File: config.mk
export PLATFORM = sky130hd
export DESIGN_NAME = gelato_inst_buffer
export DESIGN_NICKNAME = d
export VERILOG_FILES = /design/src/rtl/gelato_inst_buffer.sv
export SDC_FILE = /design/constraint.sdc
export NUM_CORES = 1
export LEC_CHECK = 0
export ABC_AREA = 0
export CAP_MARGIN = 20
export CORE_MARGIN = 4
export CORE_UTILIZATION = 35
export CTS_CLUSTER_DIAMETER = 100
export DETAILED_ROUTE_END_ITERATION = 7
export GPL_TIMING_DRIVEN = 0
export PLACE_DENSITY_LB_ADDON = 0.25
export SETUP_SLACK_MARGIN = 0.02
export SLEW_MARGIN = 20
export SYNTH_ARGS = -nofsm -noshare
export SYNTH_HDL_FRONTEND = slang
export SYNTH_SLANG_ARGS = --single-unit
File: constraint.sdc
create_clock -name clk -period 6.7 [get_ports clk]
set_input_delay 1.34 -clock clk [delete_from_list [all_inputs] [get_ports clk]]
set_output_delay 1.34 -clock clk [all_outputs]
set_load 0.03 [all_outputs]
File: src/rtl/gelato_inst_buffer.sv
// Per-warp instruction buffer between fetch and decode.
// Each warp owns a small FIFO of {pc, inst, split} entries. Decode is fed from
// one warp at a time, chosen round-robin among non-empty warps that are not
// being flushed this cycle. A push into a full FIFO is dropped and latches a
// sticky overflow flag.
module gelato_inst_buffer #(
  parameter int NUM_WARPS = 4,
  parameter int DEPTH     = 2,
  parameter int PC_W      = 32,
  parameter int ST_W      = 2,
  localparam int WW       = $clog2(NUM_WARPS),
  localparam int AW       = $clog2(DEPTH),
  localparam int CW       = AW + 1
) (
  input  logic                 clk,
  input  logic                 rst_n,
  input  logic                 rdy,
  input  logic                 in_valid,
  input  logic [PC_W-1:0]      in_pc,
  input  logic [PC_W-1:0]      in_inst,
  input  logic [WW-1:0]        in_warp,
  input  logic [ST_W-1:0]      in_split,
  output logic [NUM_WARPS-1:0] full,
  input  logic                 flush_valid,
  input  logic [WW-1:0]        flush_warp,
  output logic                 out_valid,
  input  logic                 out_ready,
  output logic [PC_W-1:0]      out_pc,
  output logic [PC_W-1:0]      out_inst,
  output logic [WW-1:0]        out_warp,
  output logic [ST_W-1:0]      out_split,
  output logic                 overflow
);

  // Entry storage carries no reset: validity is tracked solely by count_r.
  logic [PC_W-1:0] mem_pc_r    [NUM_WARPS][DEPTH];
  logic [PC_W-1:0] mem_inst_r  [NUM_WARPS][DEPTH];
  logic [ST_W-1:0] mem_split_r [NUM_WARPS][DEPTH];

  logic [AW-1:0]   rd_ptr_r [NUM_WARPS];
  logic [AW-1:0]   wr_ptr_r [NUM_WARPS];
  logic [CW-1:0]   count_r  [NUM_WARPS];
  logic [WW-1:0]   rr_r;
  logic            overflow_r;

  logic            sel_found_s;
  logic [WW-1:0]   sel_warp_s;
  logic [WW-1:0]   cand_s;
  logic            pop_s;
  logic            push_req_s;
  logic            push_flushed_s;
  logic            room_s;
  logic            push_ok_s;
  logic            push_drop_s;
  logic [NUM_WARPS-1:0] wr_en_s;
  logic [NUM_WARPS-1:0] rd_en_s;
  logic [NUM_WARPS-1:0] flush_en_s;

  // Per-warp full flags and write/read/flush enables.
  for (genvar g = 0; g < NUM_WARPS; g++) begin : g_warp
    assign full[g]       = (count_r[g] == CW'(DEPTH));
    assign flush_en_s[g] = rdy & flush_valid & (flush_warp == WW'(g));
    assign wr_en_s[g]    = push_ok_s & (in_warp == WW'(g));
    assign rd_en_s[g]    = pop_s & (sel_warp_s == WW'(g));
  end

  // Round-robin pick: first non-empty, non-flushing warp starting at rr_r.
  always_comb begin
    sel_found_s = 1'b0;
    sel_warp_s  = {WW{1'b0}};
    cand_s      = {WW{1'b0}};
    for (int i = 0; i < NUM_WARPS; i++) begin
      cand_s = rr_r + WW'(i);
      if (!sel_found_s && (count_r[cand_s] != {CW{1'b0}}) &&
          !(flush_valid && (flush_warp == cand_s))) begin
        sel_found_s = 1'b1;
        sel_warp_s  = cand_s;
      end else begin
        sel_found_s = sel_found_s;
      end
    end
  end

  // A push into a full FIFO is still accepted when the same warp pops this cycle;
  // a push racing a flush of its own warp is silently discarded.
  assign pop_s          = rdy & sel_found_s & out_ready;
  assign push_req_s     = rdy & in_valid;
  assign push_flushed_s = push_req_s & flush_valid & (flush_warp == in_warp);
  assign room_s         = (count_r[in_warp] != CW'(DEPTH)) |
                          (pop_s & (sel_warp_s == in_warp));
  assign push_ok_s      = push_req_s & ~push_flushed_s & room_s;
  assign push_drop_s    = push_req_s & ~push_flushed_s & ~room_s;

  assign out_valid = sel_found_s;
  assign out_warp  = sel_warp_s;
  assign out_pc    = mem_pc_r[sel_warp_s][rd_ptr_r[sel_warp_s]];
  assign out_inst  = mem_inst_r[sel_warp_s][rd_ptr_r[sel_warp_s]];
  assign out_split = mem_split_r[sel_warp_s][rd_ptr_r[sel_warp_s]];
  assign overflow  = overflow_r;

  // Pointer, occupancy, round-robin and overflow state; frozen while rdy is low.
  always_ff @(posedge clk or negedge rst_n) begin
    if (!rst_n) begin
      for (int w = 0; w < NUM_WARPS; w++) begin
        rd_ptr_r[w] <= {AW{1'b0}};
        wr_ptr_r[w] <= {AW{1'b0}};
        count_r[w]  <= {CW{1'b0}};
      end
      rr_r       <= {WW{1'b0}};
      overflow_r <= 1'b0;
    end else if (rdy) begin
      for (int w = 0; w < NUM_WARPS; w++) begin
        if (flush_en_s[w]) begin
          rd_ptr_r[w] <= {AW{1'b0}};
          wr_ptr_r[w] <= {AW{1'b0}};
          count_r[w]  <= {CW{1'b0}};
        end else begin
          if (wr_en_s[w]) wr_ptr_r[w] <= wr_ptr_r[w] + AW'(1);
          if (rd_en_s[w]) rd_ptr_r[w] <= rd_ptr_r[w] + AW'(1);
          if (wr_en_s[w] && !rd_en_s[w]) begin
            count_r[w] <= count_r[w] + CW'(1);
          end else if (rd_en_s[w] && !wr_en_s[w]) begin
            count_r[w] <= count_r[w] - CW'(1);
          end
        end
      end
      if (pop_s) rr_r <= sel_warp_s + WW'(1);
      if (push_drop_s) overflow_r <= 1'b1;
    end
  end

  // Entry write port: store the accepted push at the warp's write pointer.
  always_ff @(posedge clk) begin
    if (push_ok_s) begin
      mem_pc_r[in_warp][wr_ptr_r[in_warp]]    <= in_pc;
      mem_inst_r[in_warp][wr_ptr_r[in_warp]]  <= in_inst;
      mem_split_r[in_warp][wr_ptr_r[in_warp]] <= in_split;
    end
  end

endmodule
==> results of run 1 <==
[power breakdown]
part | leakage [uW] | switching, uW | internal [uW] | total (uW)
logic | 0.00305 | 4350 | 2370 | 6730
clock network | 0.000849 | 1270 | 1730 | 3000
registers | 0.00500 | 62.3 | 3890 | 3950
total | 0.00890 | 5690 | 7980 | 13700
[cells in the final DEF, fill, tap and decap left out, types with 9 or more instances in the layout]
cell / n
edfxtp_1: 528
clkdlybuf4s50_1: 143
mux2i_1: 135
mux2_2: 133
nor2_1: 83
nand2_1: 80
o211ai_1: 70
a21oi_1: 69
o21ai_0: 66
clkbuf_16: 58
clkbuf_1: 54
clkbuf_2: 22
dfrtp_1: 19
buf_16: 17
clkinv_1: 15
buf_12: 11
o21ai_1: 9
inv_1: 9
buf_1: 9
[cells by family (layout without fill, tap and decap cells)]
family	count (synthesis)	in the layout	synth area share, %
flops	547	547	73.7
buf+inv	91	367	1.63
compound gates	233	233	6.55
mux	270	270	13.0
fa+ha+maj	4	4	0.226
simple gates	214	214	4.25
other cells	0	1	0
xor+xnor	15	15	0.593
[repair_timing]
item | in CTS | in global routing
resized for setup | 15 | 34
setup endpoints to repair | 66 | 44
cloned | 0 | 0
[layout make-up]
cell class | instances | area (um2)
clock inverters | 30 | 248
inverters | 10 | 37.5
clock buffers | 71 | 1500
flip-flops and latches | 547 | 16300
plain buffers | 81 | 358
multi-input cells | 736 | 5520
well taps | 837 | 1050
repair buffers | 175 | 2170
diodes | 1 | 2.50
fillers | 5573 | 35000
[path summary, 6_finish.rpt]
kind | from | endpoint | slack (ns) | cells past startpoint
max in group asynchronous | rst_n | count_r[7] | 4.89 | 1
min reg2reg | overflow | overflow | 0.47 | 1
max reg2reg | count_r[2] | mem_inst_r[1][3] | 2.75 | 11
min | overflow | overflow | 0.47 | 1
min in group asynchronous | rst_n | overflow | 1.25 | 1
max | flush_warp[0] | out_pc[0] | 0.14 | 11
[cells in the mapped netlist (all sizes together)]
master   instances  share of area [%]
nor3             8               0.23
ha               4               0.23
a221oi           1              0.068
o21a             2               0.10
a311oi           2              0.079
or2              6               0.17
and2             1              0.028
inv             10               0.17
and3             1              0.028
mux2           134                6.8
nor2b            5               0.14
a31oi            3              0.085
nand4bb          2               0.10
and4             3               0.12
and3b            1              0.056
a211oi           3               0.10
edfxtp         528                 72
nor4             1              0.056
a21oi           69                1.6
nor3b            2              0.090
o31a             1              0.040
o41ai            3               0.19
nand3            6               0.14
nand2b           2              0.056
nand2           80                1.4
a31o             1              0.040
or3              2              0.056
o2111a           2               0.10
o311ai           1               0.12
xnor2            7               0.28
dfrtp           19                2.1
nor2            92                1.6
o21ai           75                1.7
clkbuf          64                1.1
or4              1              0.034
xor2             8               0.32
buf             17               0.38
o211ai          70                2.4
mux2i          135                6.1
nand3b           1              0.034
mux4             1               0.10
[worst register-to-register path, cell delays in order (launching register included)]
cell	delay (ns)
dfrtp_1	0.42
nor2_1	0.32
nor2_1	0.10
o211ai_1	0.18
and4_1	0.19
buf_2	0.23
inv_2	0.22
o41ai_1	0.39
nand3_1	0.41
nor2_4	0.69
buf_12	0.28
buf_12	0.23
[flip-flops by register name, summed over array words and instances, names as in the netlist]
signal / cells
count_r: 8
mem_inst_r: 256
mem_pc_r: 256
mem_split_r: 16
overflow: 1
rd_ptr_r: 4
rr_r: 2
wr_ptr_r: 4
[per-stage QoR]
| step | util (%) | instances |
|---|---|---|
| finish | 43.8 | 2488 |
| CTS | 43.7 | 2487 |
| global placement | 39.7 | 2358 |
| floorplan | - | 1374 |
| detailed placement | 40.9 | 2386 |
| global route | 43.8 | 2487 |
[per-layer routing]
| metal | up-vias | share of wire (%) | global-route usage (%) | routed length [um] |
|---|---|---|---|---|
| met5 | - | 0.14 | 0 | 75 |
| met4 | 10 | 1.9 | 3.61 | 1070 |
| met3 | 85 | 4.7 | 3.36 | 2610 |
| met2 | 259 | 49 | 27.2 | 27100 |
| met1 | 6312 | 44 | 21.7 | 24400 |
| li1 | 5768 | - | - | - |
==> flow_metrics.env, run 1 <==
export IMPL_p_leak_uw=0.00890
export IMPL_place_area_um2=25400
export IMPL_grt_pass1_wl_um=81700
export IMPL_min_path_type="reg -> reg"
export IMPL_clock_sinks=547
export IMPL_final_nets=1688
export IMPL_seq_area_frac_synth_pct=73.7
export IMPL_cp_num_buf_inv=6
export IMPL_rsz0062_at_grt="true"
export IMPL_initial_utilization_pct=35.6
export IMPL_routedWlPerCell_um=22.2
export IMPL_crit_fanout=10
export IMPL_cts_htree_levels=2
export IMPL_outcome="finished clean"
export IMPL_min_period_ns=6.56
export IMPL_ys_seq_elements=547
export IMPL_setup_viol=0
export IMPL_gp_congestion=0.757
export IMPL_clockBufferDepth=3
export IMPL_syn_instance_count=1374
export IMPL_syn2layout_area_growth_pct=22.9
export IMPL_worst_pin_slew_ns=1.02
export IMPL_grt_max_degree=22
export IMPL_slowest_stage="clkdlybuf4s50_1"
export IMPL_hold_viol=0
export IMPL_worstPathCellList="clkdlybuf4s50_1, buf_2, nor3b_2, a221oi_2, nor2_2, inv_1, clkbuf_2, clkbuf_2, a21oi_1, o21ai_0, clkdlybuf4s50_1"
export IMPL_setup_tns_ns=0
export IMPL_start_kind="input port"
export IMPL_fin_skew_ns=0.0247
export IMPL_drtIter0Drc=877
export IMPL_synth_area_per_cell_um2=16.1
export IMPL_die_area_um2=67400
export IMPL_vdd_ir_drop_max_mv=0.351
export IMPL_clkTransAtPathRegs_ns=0.06
export IMPL_grt_total_usage_pct=16.2
export IMPL_die_w_um=260
export IMPL_powerDensity_nw_per_um2=502
export IMPL_critPathTopFamily="buffers and inverters"
export IMPL_vias=12434
export IMPL_rows=91
export IMPL_ant_nets=0
export IMPL_cpPeakStageDelay_ns=0.78
export IMPL_cts_root_buf="clkbuf_16"
export IMPL_path_class="in -> out"
export IMPL_grt_ovfl_total=0
export IMPL_post_cts_buffers=0
export IMPL_power_uw=13700
export IMPL_final_area_um2=27200
export IMPL_first_pass_iters=5
export IMPL_ios=150
export IMPL_clkLatencyLatePin_ns=0.61
export IMPL_viasPerCell=5.00
export IMPL_wl_um=55200
export IMPL_antenna_found_initial=6
export IMPL_maxCapViolations=0
export IMPL_pre_cts_slack_ns=-0.468
export IMPL_die_h_um=260
export IMPL_required_ns=5.36
export IMPL_drive_gt1_share_pct=17.6
export IMPL_first_global_vias=12696
export IMPL_arrival_ns=5.22
export IMPL_core_area_um2=62200
export IMPL_hold_ws_ns=0.465
export IMPL_fin_crit_sh_pct=97.9
export IMPL_synth_distinct_cells=52
export IMPL_crit_path_end_kind="output pin"
export IMPL_cts_hold_buf=0
export IMPL_place_hpwl_um=36400
export IMPL_synth_area_um2=22100
export IMPL_portBuffers=147
export IMPL_max_slew_margin_pct=31.7
export IMPL_max_freq_mhz=152
export IMPL_tritoncts="built"
export IMPL_syn_nets=1454
export IMPL_cts_made_buffers=57
export IMPL_fin_ws_ns=0.140
export IMPL_drv_slew=0
export IMPL_ys_warn_count=0
export IMPL_post_route_drc_count=0
No activity file was read; power rests on OpenSTA's default activity.
==> run 2: changes to the inputs <==
--- a/config.mk
+++ b/config.mk
@@ -13,8 +13,8 @@
 export DETAILED_ROUTE_END_ITERATION = 7
 export GPL_TIMING_DRIVEN = 0
 export PLACE_DENSITY_LB_ADDON = 0.25
+export REMOVE_ABC_BUFFERS = 1
 export SETUP_SLACK_MARGIN = 0.02
-export SLEW_MARGIN = 20
 export SYNTH_ARGS = -nofsm -noshare
 export SYNTH_HDL_FRONTEND = slang
 export SYNTH_SLANG_ARGS = --single-unit
==> run 2 against run 1 <==
Sequential power increased by 5.3%. Final area fell by 0.95%. Power decreased by 2.6%. Clock-buffer cell count rose by 6. Worst hold slack improved by 0.026 ns. Sequential share of layout area up 0.63 points. Clock power is essentially flat. Largest cell class unchanged.
==> flow_metrics.env, run 2 (synthesis gave the netlist of run 1 again) <==
export IMPL_final_cell_mix="edfxtp_1 (528), clkdlybuf4s50_1 (144), mux2i_1 (135)"
export IMPL_maxCapViolations=0
export IMPL_powerDensity_nw_per_um2=494
export IMPL_syn2layout_area_growth_pct=21.7
export IMPL_final_cells=2415
export IMPL_cpPeakStageDelay_ns=0.74
export IMPL_first_pass_iters=5
export IMPL_rows=91
export IMPL_drive_gt1_share_pct=16.9
export IMPL_reg2reg_depth=9
export IMPL_initial_utilization_pct=35.6
export IMPL_slowest_stage="clkdlybuf4s50_1"
export IMPL_clock_sinks=547
export IMPL_max_freq_mhz=154
export IMPL_path_class="in -> out"
export IMPL_routedWlPerCell_um=21.3
export IMPL_fin_crit_sh_pct=97.2
export IMPL_hold_end="overflow"
export IMPL_vdd_ir_drop_max_mv=0.431
export IMPL_grt_ovfl_total=0
export IMPL_gp_congestion=0.761
export IMPL_crit_fanout=120
export IMPL_drtIter0Drc=666
export IMPL_worstPathCellList="clkdlybuf4s50_1, and3b_4, or2_0, o31a_1, nor2_4, inv_12, bufbuf_16, nor2_1, a21oi_1, o21ai_0, clkdlybuf4s50_1"
export IMPL_final_nets=1612
export IMPL_post_route_drc_count=0
export IMPL_core_area_um2=62200
export IMPL_arrival_ns=5.17
export IMPL_cts_made_buffers=57
export IMPL_vias=11896
export IMPL_outcome="finished clean"
export IMPL_r2r_start="count_r[2]"
export IMPL_n_antenna_cell=0
export IMPL_cp_num_buf_inv=4
export IMPL_worst_hold_path_num_cells=1
export IMPL_die_w_um=260
export IMPL_min_period_ns=6.51
export IMPL_grt_pass1_wl_um=76800
export IMPL_worst_pin_slew_ns=0.943
export IMPL_combPwrFrac_pct=46.1
export IMPL_sw_frac_of_total_pct=39.9
export IMPL_fillers=5534
export IMPL_clkTransAtPathRegs_ns=0.06
export IMPL_ios=150
export IMPL_wl_um=51400
export IMPL_rr_endpoint="mem_pc_r[3][50]"
export IMPL_p_leak_uw=0.00876
export IMPL_fin_skew_ns=0.0173
export IMPL_die_area_um2=67400
export IMPL_dpl_cell_count=2308
export IMPL_viasPerCell=4.93
export IMPL_cts_htree_levels=2
export IMPL_max_slew_margin_pct=37.0
export IMPL_cts_root_buf="clkbuf_16"
export IMPL_crit_path_end_kind="output pin"
export IMPL_pwr_share_seq_pct=31.2
export IMPL_antenna_found_initial=5
export IMPL_required_ns=5.36
export IMPL_start_kind="input port"
export IMPL_clkLatencyLatePin_ns=0.60
export IMPL_tritoncts="built"
export IMPL_place_hpwl_um=29800
export IMPL_die_h_um=260
export IMPL_r2r_slack_ns=2.71
export IMPL_post_cts_buffers=0
export IMPL_final_common_cell="edfxtp_1"
export IMPL_drv_slew=0
export IMPL_first_global_vias=12391
export IMPL_portBuffers=149
export IMPL_fin_util_pct=43.4
export IMPL_worst_path_most_repeated_cell="clkdlybuf4s50_1"
export IMPL_clockBufferDepth=3
export IMPL_holdCritStartpoint="overflow"
export IMPL_critPathTopFamily="buffers and inverters"
export IMPL_hold_viol=0
export IMPL_p_int_uw=8000
export IMPL_rsz0062_at_grt="true"
export IMPL_switchingPower_uw=5320
export IMPL_grt_max_degree=121
export IMPL_clkPwrFrac_pct=22.6
export IMPL_ant_nets=0
export IMPL_setup_viol=0
export IMPL_grt_total_usage_pct=15.1
export IMPL_min_path_type="reg -> reg"
## run 2: routing by layer
layer	wire length, um	track usage [%]	vias to the layer above	share of wire [%]
met1	23000	19.9	6006	45
met3	2370	3.43	70	4.6
met5	46	0	-	0.089
met2	25300	25.7	203	49
met4	746	2.88	8	1.5
li1	-	-	5609	-
## run 2: cell type report
type,count,area (um2),area share [%]
repair buffers,180,2200,8.15
clock inverters,28,228,0.845
inverters,10,57.6,0.214
clock buffers,77,1540,5.73
flip-flops and latches,547,16300,60.6
well taps,837,1050,3.89
multi-input cells,736,5540,20.5
## run 2: worst max path at each step
stage | from | end | depth (start not counted)
after floorplan | flush_warp[1] | out_inst[0] | 7
after global placement | flush_warp[1] | out_inst[15] | 9
after detailed placement | flush_warp[0] | out_inst[8] | 11
after CTS | flush_warp[1] | out_pc[6] | 10
after global routing | flush_warp[1] | out_pc[6] | 10
final | flush_warp[1] | out_pc[8] | 11
## run 2: timing repair
item / in CTS / in global routing
gates cloned: 1 / 0
hold buffers: 0 / 0
gates resized for setup: 5 / 8
setup endpoints to repair: 39 / 37
pin swaps: 0 / 0
## run 2: per-stage QoR
step / setup WS (ns) / hold WS, ns / setup TNS (ns) / instance area [um2] / power (uW)
2_1_floorplan: -1.63 / 0.501 / -190.79 / 21800 / 7850
3_3_place_gp: -5.66 / 0.469 / -2664.38 / 24400 / 9580
3_5_place_dp: -0.417 / 0.487 / -6.31 / 25100 / 10400
4_1_cts: 0.0885 / 0.498 / 0 / 26900 / 13500
5_1_grt: 0.0186 / 0.519 / 0 / 27000 / 14100
6_report: 0.189 / 0.491 / 0 / 27000 / 13300
## run 2: power groups by stage
stage	registers [uW]	logic (uW)	clock network, uW
after floorplan	4230	3610	0
after global placement	4450	5130	0
after detailed placement	4230	6130	0
after CTS	4160	6270	3110
after global routing	4180	6620	3260
final	4160	6140	3020
